==> config.mk <==
export PLATFORM = sky130hd
export DESIGN_NAME = tx_arbiter_flat
export DESIGN_NICKNAME = d
export VERILOG_FILES = /design/src/rtl/tx_arbiter_if.sv /design/src/rtl/tx_arbiter.sv /design/src/flat_wrapper.sv
export SDC_FILE = /design/constraint.sdc
export NUM_CORES = 1
export LEC_CHECK = 0
export CORE_MARGIN = 5
export CORE_UTILIZATION = 38
export CTS_CLUSTER_DIAMETER = 40
export DETAILED_ROUTE_END_ITERATION = 12
export GPL_TIMING_DRIVEN = 1
export PLACE_DENSITY_LB_ADDON = 0.12
export SYNTH_ARGS = -nofsm -noshare
export SYNTH_HDL_FRONTEND = slang
export SYNTH_SLANG_ARGS = --single-unit
==> constraint.sdc <==
create_clock -name i_Pclk -period 1.97 [get_ports i_Pclk]
set_clock_uncertainty 0.1 [all_clocks]
set_input_delay 0.394 -clock i_Pclk [delete_from_list [all_inputs] [get_ports i_Pclk]]
set_output_delay 0.394 -clock i_Pclk [all_outputs]
set_load 0.01 [all_outputs]
==> src/rtl/tx_arbiter_if.sv <==
// -----------------------------------------------------------------------------
// tx_arbiter_if
// Bundles the requester-side and txshift-side signals of tx_arbiter.
//   i_Req_Valid / i_Req_Data / i_Req_Baud : per-requester request, byte, divisor
//   o_Req_Ack / o_Req_Err                 : per-requester completion / abort pulse
//   o_Busy                                : arbiter not idle
//   o_Tx_Enable / o_Tx_Data / o_Tx_Baud   : drive txshift i_Enable/i_Pwdata/i_Baud
//   i_Tx_Ready                            : txshift o_Pready (frame done)
// Modports: slave = the arbiter's view, master = the surrounding system's view.
// -----------------------------------------------------------------------------
interface tx_arbiter_if #(
  parameter int N_REQ = 4
);
  logic [N_REQ-1:0]   i_Req_Valid;
  logic [8*N_REQ-1:0] i_Req_Data;
  logic [8*N_REQ-1:0] i_Req_Baud;
  logic [N_REQ-1:0]   o_Req_Ack;
  logic [N_REQ-1:0]   o_Req_Err;
  logic               o_Busy;
  logic               o_Tx_Enable;
  logic [7:0]         o_Tx_Data;
  logic [7:0]         o_Tx_Baud;
  logic               i_Tx_Ready;

  modport slave (
    input  i_Req_Valid, i_Req_Data, i_Req_Baud, i_Tx_Ready,
    output o_Req_Ack, o_Req_Err, o_Busy, o_Tx_Enable, o_Tx_Data, o_Tx_Baud
  );

  modport master (
    output i_Req_Valid, i_Req_Data, i_Req_Baud, i_Tx_Ready,
    input  o_Req_Ack, o_Req_Err, o_Busy, o_Tx_Enable, o_Tx_Data, o_Tx_Baud
  );
endinterface

==> src/rtl/tx_arbiter.sv <==
// -----------------------------------------------------------------------------
// tx_arbiter
// Round-robin scheduler sharing one txshift UART transmit shifter between
// N_REQ byte requesters. A granted requester's byte and baud divisor are
// latched and held on o_Tx_Data/o_Tx_Baud; o_Tx_Enable is raised after one
// settle cycle and dropped on the first 0->1 edge of i_Tx_Ready, at which
// point the requester receives a one-cycle ack. GAP_CYCLES idle cycles follow
// every frame before the next arbitration.
//
// Ports:
//   i_Pclk      system clock (rising edge)
//   i_Presetn   asynchronous active-low reset
//   bus         tx_arbiter_if.slave (requester and txshift signals)
//
// Optional feature: define TX_ARBITER_TIMEOUT_EN to abort a frame after
// TIMEOUT_CYCLES cycles in SEND without a Ready edge (pulses o_Req_Err).
// Without the macro o_Req_Err is tied low and SEND waits indefinitely.
// -----------------------------------------------------------------------------
module tx_arbiter #(
  parameter int N_REQ          = 4,
  parameter int GAP_CYCLES     = 2,
  parameter int TIMEOUT_CYCLES = 20000
) (
  input logic          i_Pclk,
  input logic          i_Presetn,
  tx_arbiter_if.slave  bus
);

  localparam int PTR_W = (N_REQ > 1) ? $clog2(N_REQ) : 1;
  localparam int GAP_W = $clog2(GAP_CYCLES + 1);

  if (N_REQ < 2 || N_REQ > 8 || GAP_CYCLES < 1 || TIMEOUT_CYCLES < 1) begin : g_param_check
    $error("tx_arbiter: parameter out of range");
  end

  typedef enum logic [1:0] {
    ST_IDLE,
    ST_LOAD,
    ST_SEND,
    ST_GAP
  } state_t;

  state_t             state;
  logic [PTR_W-1:0]   ptr;
  logic [PTR_W-1:0]   grant;
  logic [PTR_W-1:0]   sel;
  logic [GAP_W-1:0]   gap_cnt;
  logic               ready_q;
  logic               ready_rise;
  logic               any_valid;
  logic [N_REQ-1:0]   grant_onehot;
  logic [N_REQ-1:0]   ack_r;
  logic               tx_en_r;
  logic [7:0]         tx_data_r;
  logic [7:0]         tx_baud_r;

  assign any_valid    = |bus.i_Req_Valid;
  assign ready_rise   = bus.i_Tx_Ready & ~ready_q;
  assign grant_onehot = {{(N_REQ-1){1'b0}}, 1'b1} << grant;

  // Round-robin search starting just after the last grant. Scanning from the
  // farthest candidate back to the nearest lets the nearest one win.
  always_comb begin
    sel = ptr;
    for (int i = N_REQ; i >= 1; i--) begin
      if (bus.i_Req_Valid[PTR_W'((int'(ptr) + i) % N_REQ)]) begin
        sel = PTR_W'((int'(ptr) + i) % N_REQ);
      end
    end
  end

`ifdef TX_ARBITER_TIMEOUT_EN
  localparam int TO_W = $clog2(TIMEOUT_CYCLES + 1);

  logic [TO_W-1:0]  to_cnt;
  logic [TO_W-1:0]  to_nxt;
  logic [N_REQ-1:0] err_r;

  assign to_nxt        = to_cnt + 1'b1;
  assign bus.o_Req_Err = err_r;
`else
  assign bus.o_Req_Err = {N_REQ{1'b0}};
`endif

  always_ff @(posedge i_Pclk or negedge i_Presetn) begin
    if (!i_Presetn) begin
      state     <= ST_IDLE;
      ptr       <= PTR_W'(N_REQ - 1);
      grant     <= '0;
      gap_cnt   <= '0;
      ready_q   <= 1'b0;
      ack_r     <= '0;
      tx_en_r   <= 1'b0;
      tx_data_r <= '0;
      tx_baud_r <= '0;
`ifdef TX_ARBITER_TIMEOUT_EN
      to_cnt    <= '0;
      err_r     <= '0;
`endif
    end else begin
      ready_q <= bus.i_Tx_Ready;
      ack_r   <= '0;
`ifdef TX_ARBITER_TIMEOUT_EN
      err_r   <= '0;
`endif
      case (state)
        ST_IDLE: begin
          if (any_valid) begin
            grant     <= sel;
            ptr       <= sel;
            tx_data_r <= bus.i_Req_Data[{sel, 3'b000} +: 8];
            tx_baud_r <= bus.i_Req_Baud[{sel, 3'b000} +: 8];
            state     <= ST_LOAD;
          end
        end
        // Data/baud already stable at txshift; enable comes up now.
        ST_LOAD: begin
          tx_en_r <= 1'b1;
          state   <= ST_SEND;
`ifdef TX_ARBITER_TIMEOUT_EN
          to_cnt  <= '0;
`endif
        end
        ST_SEND: begin
          // A Ready edge takes precedence over a coincident timeout.
          if (ready_rise) begin
            tx_en_r <= 1'b0;
            ack_r   <= grant_onehot;
            gap_cnt <= GAP_W'(GAP_CYCLES);
            state   <= ST_GAP;
          end
`ifdef TX_ARBITER_TIMEOUT_EN
          else if (to_nxt == TO_W'(TIMEOUT_CYCLES)) begin
            tx_en_r <= 1'b0;
            err_r   <= grant_onehot;
            gap_cnt <= GAP_W'(GAP_CYCLES);
            state   <= ST_GAP;
          end else begin
            to_cnt  <= to_nxt;
          end
`endif
        end
        ST_GAP: begin
          if (gap_cnt <= GAP_W'(1)) begin
            state <= ST_IDLE;
          end else begin
            gap_cnt <= gap_cnt - 1'b1;
          end
        end
        default: state <= ST_IDLE;
      endcase
    end
  end

  assign bus.o_Req_Ack   = ack_r;
  assign bus.o_Busy      = (state != ST_IDLE);
  assign bus.o_Tx_Enable = tx_en_r;
  assign bus.o_Tx_Data   = tx_data_r;
  assign bus.o_Tx_Baud   = tx_baud_r;

endmodule

==> src/flat_wrapper.sv <==
// flat-port wrapper written by rule: the top's interface ports become plain ports
module tx_arbiter_flat 
#(
  parameter int N_REQ          = 4,
  parameter int GAP_CYCLES     = 2,
  parameter int TIMEOUT_CYCLES = 20000
)
  (i_Pclk, i_Presetn, bus_i_Req_Valid, bus_i_Req_Data, bus_i_Req_Baud, bus_i_Tx_Ready, bus_o_Req_Ack, bus_o_Req_Err, bus_o_Busy, bus_o_Tx_Enable, bus_o_Tx_Data, bus_o_Tx_Baud);
  tx_arbiter_if #(.N_REQ(N_REQ)) bus_i ();
  input logic i_Pclk;
  input logic i_Presetn;
  input wire logic [$bits(bus_i.i_Req_Valid)-1:0] bus_i_Req_Valid;
  input wire logic [$bits(bus_i.i_Req_Data)-1:0] bus_i_Req_Data;
  input wire logic [$bits(bus_i.i_Req_Baud)-1:0] bus_i_Req_Baud;
  input wire logic [$bits(bus_i.i_Tx_Ready)-1:0] bus_i_Tx_Ready;
  output wire logic [$bits(bus_i.o_Req_Ack)-1:0] bus_o_Req_Ack;
  output wire logic [$bits(bus_i.o_Req_Err)-1:0] bus_o_Req_Err;
  output wire logic [$bits(bus_i.o_Busy)-1:0] bus_o_Busy;
  output wire logic [$bits(bus_i.o_Tx_Enable)-1:0] bus_o_Tx_Enable;
  output wire logic [$bits(bus_i.o_Tx_Data)-1:0] bus_o_Tx_Data;
  output wire logic [$bits(bus_i.o_Tx_Baud)-1:0] bus_o_Tx_Baud;
  assign bus_i.i_Req_Valid = bus_i_Req_Valid;
  assign bus_i.i_Req_Data = bus_i_Req_Data;
  assign bus_i.i_Req_Baud = bus_i_Req_Baud;
  assign bus_i.i_Tx_Ready = bus_i_Tx_Ready;
  assign bus_o_Req_Ack = bus_i.o_Req_Ack;
  assign bus_o_Req_Err = bus_i.o_Req_Err;
  assign bus_o_Busy = bus_i.o_Busy;
  assign bus_o_Tx_Enable = bus_i.o_Tx_Enable;
  assign bus_o_Tx_Data = bus_i.o_Tx_Data;
  assign bus_o_Tx_Baud = bus_i.o_Tx_Baud;
  tx_arbiter #(.N_REQ(N_REQ), .GAP_CYCLES(GAP_CYCLES), .TIMEOUT_CYCLES(TIMEOUT_CYCLES)) u_core (.i_Pclk(i_Pclk), .i_Presetn(i_Presetn), .bus(bus_i));
endmodule
-- After elaboration in Yosys (flattened, before gate mapping)
Cells that the tools add are included.
- register bits after elaboration: 30
- output and inout port bits: 26
- input port bits: 71
- word-level logic and storage cells: 67
- multiplexer cells: 27
- equality and inequality tests: 7
- $lt $le $gt $ge: 5
- bitwise logic cells: 2
- add/subtract/negate cells: 5
- shift-type cells: 3
- reduce and logical (&&, ||, !) cells: 9
- operators by type and width (kind ; count):
    $shiftx A32 B6 Y8 ; 2
    $mux W2 ; 9
    $lt A2 B4 Y1 const B ; 4
    $mux W1 ; 9
    $bmux W1 S2 ; 4
    $mux W4 ; 2
    $pmux W2 S4 ; 1
    $ne A2 B1 Y1 const B ; 3
    $reduce_and A3 Y1 ; 2
    $reduce_bool A2 Y1 ; 3
    $add A2 B1 Y2 const B ; 2
    $add A2 B2 Y2 const B ; 2
    $eq A2 B2 Y1 const B ; 2
    $pmux W2 S2 ; 1
    $reduce_and A2 Y1 ; 2
    $reduce_or A4 Y1 ; 1
    $shl A1 B2 Y4 const A ; 1
    $eq A2 B1 Y1 const B ; 1
    $le A2 B1 Y1 const B ; 1
    $logic_not A2 Y1 ; 1
    $ne A2 B2 Y1 const B ; 1
    $pmux W1 S2 ; 1
    $sub A2 B1 Y2 const B ; 1
    $and A1 B1 Y1 ; 1
    $not A1 Y1 ; 1

-- Logic depth before layout (Yosys ltp)
- word-level depth: 9
- mapped depth: 8
- gate-level depth less buffers: 7

-- Least setup slack after synthesis
Ideal clock, no wire load.
- path kind: register -> register
- start: register u_core.ptr[0]
- end: register u_core.tx_data_r[4] (netlist: u_core.bus.o_Tx_Data[4])
- required time: 1741 ps
- cell stages (with the launch flop): 8
- period minus slack after synthesis: 1902 ps
- path slack: 68 ps
- buffers on the path: 2
- setup time: 129 ps
- arrival: 1674 ps
- path through: dfstp_2 > nand2b_1 > a21boi_4 > or3_1 > buf_6 > buf_8 > a211oi_2 > a211oi_2
- cells in the longest elaborated chain, start to end: 9
- elaborated cells between the ends (all ways): 21
- classes of those cells: add/sub: 4; shift: 1; mux: 16
- ends and longest elaborated chain (element ; RTL line ; text):
    start: declaration ; tx_arbiter.sv:44 ; logic [PTR_W-1:0] ptr;
    start signal: assignment ; tx_arbiter.sv:88 ; ptr <= PTR_W'(N_REQ - 1);
    start signal: assignment ; tx_arbiter.sv:110 ; ptr <= sel;
    $add A2 B1 Y2 ; tx_arbiter.sv:66, tx_arbiter.sv:67 ;
    $bmux W1 S2 ; tx_arbiter.sv:66 ; if (bus.i_Req_Valid[PTR_W'((int'(ptr) + i) % N_REQ)]) begin
    $mux W1 (not written as such) (2 in series) ; tx_arbiter.sv:66 ;
    $mux W2 (3 in series) ; tx_arbiter.sv:66 ;
    $mux W2 (*) ; tx_arbiter.sv:66 ;
    $shiftx A32 B6 Y8 (*) ; tx_arbiter.sv:111 ; tx_data_r <= bus.i_Req_Data[{sel, 3'b000} +: 8];
    end signal: assignment ; tx_arbiter.sv:111 ;
    end: declaration ; tx_arbiter.sv:54 ; logic [7:0] tx_data_r;
Every way passes the cells marked *; elsewhere a longest branch is shown, timed or not. The select of a mux whose other input is x is not followed.
A chain may end at the register's enable or synchronous reset.

-- Worst setup path in the final report
- start: register u_core.ptr[0]
- end: register u_core.tx_baud_r[0] (netlist: u_core.bus.o_Tx_Baud[0])
- cells in the longest elaborated chain, start to end: 9
- elaborated cells between the ends (all ways): 21
- classes of those cells: add/sub: 4; shift: 1; mux: 16
- ends and longest elaborated chain (element ; RTL line ; text):
    $add A2 B1 Y2 ; tx_arbiter.sv:66, tx_arbiter.sv:67 ;
    $bmux W1 S2 ; tx_arbiter.sv:66 ;
    $mux W1 (not written as such) (2 in series) ; tx_arbiter.sv:66 ;
    $mux W2 (3 in series) ; tx_arbiter.sv:66 ;
    $mux W2 (*) ; tx_arbiter.sv:66 ;
    $shiftx A32 B6 Y8 (*) ; tx_arbiter.sv:112 ; tx_baud_r <= bus.i_Req_Baud[{sel, 3'b000} +: 8];
    end signal: assignment ; tx_arbiter.sv:112 ;
    end: declaration ; tx_arbiter.sv:55 ; logic [7:0] tx_baud_r;
Marked as above.

==> results.ini <==
[grt]
antenna_found_initial=0
grt_first_pass_wirelength_um=10200
grt_pass1_vias=2051
overflow=0
grt_usage=0.178
grt_max_degree=31

[final_layout]
drive_gt1_frac=0.315
nNetsFinal=393
areaGrowthSynthToFinish_pct=72.0
utilization=0.661
diodes=0

[hold_path]
hp-class=in -> async

[timing]
max_clock_freq_mhz=512
finalCritPeriodShare=0.992
fin_ws_ps=15.7
rsz0062_at_grt=true
hold_violations=0
setup_viol=0
holdWs_ps=402
final_max_slew_viol_count=0
fin_crit_ps=1950
tns_ps=0

[clock_tree]
cts.sinks=30
htree_levels=2
tritoncts=done
cts_buffer_depth=2
clockRootBuffer=clkbuf_8
cts_buffers=5
clk_pin_slew_worst_paths_ps=70
clk_latency_ps=280
cts.hold.buffers_added=0

[synthesis]
synth-edff-count=0
async_reset_ff_frac=1.00
syn_inst=195
yosysSeqAreaShare=0.363
synth_top_area_share=0.338
ys_warn_count=0
synth_area_per_cell_um2=10.6
syn_area_um2=2080
synth_seq_cells=30
synth.area.top_cells=dfrtp_1, a211oi_2, mux2i_1
synth_flop_cell=dfrtp_1
netlist.top_cell.by_area=dfrtp_1
synth_cell_types=45

[detailed_routing]
drt-total-wl_um=6330
wire_per_inst_um=16.3
via_per_inst=5.16
drt-pass1-iter-count=5
drtAntennaViolNets=0
remaining_drc_errors=0
drt_iter0_markers=83
num_vias=2007

[worst_setup_path]
r2r_setup_slack_ps=20
cp-end-kind=register
r2r-end=u_core.bus.o_Tx_Baud[0]
start_kind=register
cp.arrival_ps=2050
critPathKind=reg -> reg
critPathMaxFanout=10
cp.required_ps=2070
rr_startpoint=u_core.ptr[0]
rr_worst_depth=7

[pwr]
p_total_mw=4.81
leakage_nw=1.42
ir_drop_mv=0.631
power_density_nw_per_um2=1350

[placed_design]
pre_cts_slack_ps=-312
dp_hpwl_um=4630
port_buffers=92
place_congestion=0.816

[flow_run]
drv_cap=0

[floorplan]
initial_utilization=0.384
dieHeight_um=83.9
rows=27
die_area_um2=7040
die_w_um=83.9
coreArea_um2=5410
ioPinCount=97

[run_status]
status=finished clean

-- metal layers --
metal,track usage,part of all wire,up-vias
li1,-,-,965
met1,0.235,0.45,963
met2,0.282,0.47,73
met3,0.0573,0.070,6
met4,0.0439,0.0096,0
met5,0,0,-
-- cells in the final DEF (no fill, tap or decap), types with 3 or more instances in the layout --
cell / synthesis / routed
mux2i_1: 16 / 13
o21ai_1: 3 / 3
conb_1: 1 / 4
a211oi_2: 20 / 23
nand2_1: 5 / 5
nor2_1: 24 / 24
buf_4: 4 / 27
buf_12: 0 / 3
nor4b_1: 16 / 6
nand2b_1: 5 / 4
nor4b_2: 0 / 9
clkbuf_8: 0 / 5
clkdlybuf4s50_1: 0 / 87
dlygate4sd2_1: 0 / 4
a21oi_1: 5 / 5
ha_1: 6 / 6
buf_6: 3 / 5
dfrtp_1: 28 / 28
inv_1: 7 / 6
a211oi_1: 11 / 8
-- power breakdown --
part,switching [mW],internal (mW)
clock network,0.260,0.376
registers,0.196,0.910
logic,1.46,1.61
-- sequential cells by signal, indices dropped and copies added (netlist names) --
| signal | count |
|---|---|
| u_core.gap_cnt | 2 |
| u_core.state | 2 |
| u_core.ptr | 2 |
| u_core.ready_q | 1 |
| u_core.grant | 2 |
| u_core.bus.o_Req_Ack | 4 |
| u_core.bus.o_Tx_Baud | 8 |
| u_core.bus.o_Tx_Enable | 1 |
| u_core.bus.o_Tx_Data | 8 |
-- cell type report --
| class | count | area, um2 |
|---|---|---|
| Fill cell | 451 | 1830 |
| Multi-Input combinational cell | 144 | 1340 |
| Timing Repair Buffer | 128 | 1250 |
| Sequential cell | 30 | 753 |
| Tap cell | 72 | 90.1 |
| Clock buffer | 5 | 68.8 |
| Clock inverter | 3 | 45.0 |
| Inverter | 7 | 26.3 |
-- worst max-delay path: stages, from the launching register on --
cell,delay [ps]
dfstp_2,570
nand2b_2,150
nor2_2,70
buf_4,150
buf_4,190
nor4b_1,390
a211oi_2,70
a211oi_2,190
-- synth_stat cells, drive strengths merged (3+ instances only) --
master  count
a211oi     31
a21oi       7
buf        10
clkbuf      7
dfrtp      28
ha          6
inv         7
mux2i      16
nand2       5
nand2b      6
nor2       26
nor3        3
nor4b      16
o21ai       4
-- what timing repair did --
| action | in CTS | in global routing |
|---|---|---|
| setup endpoints to repair | 17 | 16 |
| buffers inserted | 1 | 7 |
| gates resized for setup | 10 | 29 |
| pin swaps | 1 | 5 |
-- per-stage QoR --
step / cell area, um2 / cells
floorplan: 2090 / 198
global placement: 3210 / 373
finish: 3570 / 389
detailed placement: 3210 / 373
CTS: 3360 / 382
global route: 3570 / 389
-- worst max path at each step --
stage	startpoint	to
CTS	bus_i_Req_Valid[2]	u_core.bus.o_Tx_Baud[6]
global placement	bus_i_Req_Valid[1]	u_core.bus.o_Tx_Baud[0]
finish	u_core.ptr[0]	u_core.bus.o_Tx_Baud[0]
global route	u_core.ptr[0]	u_core.bus.o_Tx_Baud[0]
detailed placement	bus_i_Req_Valid[0]	u_core.bus.o_Tx_Baud[7]
floorplan	u_core.ptr[0]	u_core.bus.o_Tx_Data[4]
-- cells by family (layout without fill, tap and decap cells) --
kind of cell               Yosys count  after routing  synth area share
AOI/OAI and AO/OA                   54             54             0.249
and+or+nand+nor                     64             64             0.193
other                                1              4           0.00181
DFF                                 30             30             0.363
muxes                               16             16            0.0772
adders and majority gates            6              6            0.0362
buffers and inverters               24            143            0.0796
(Power assumes the default switching activity.)
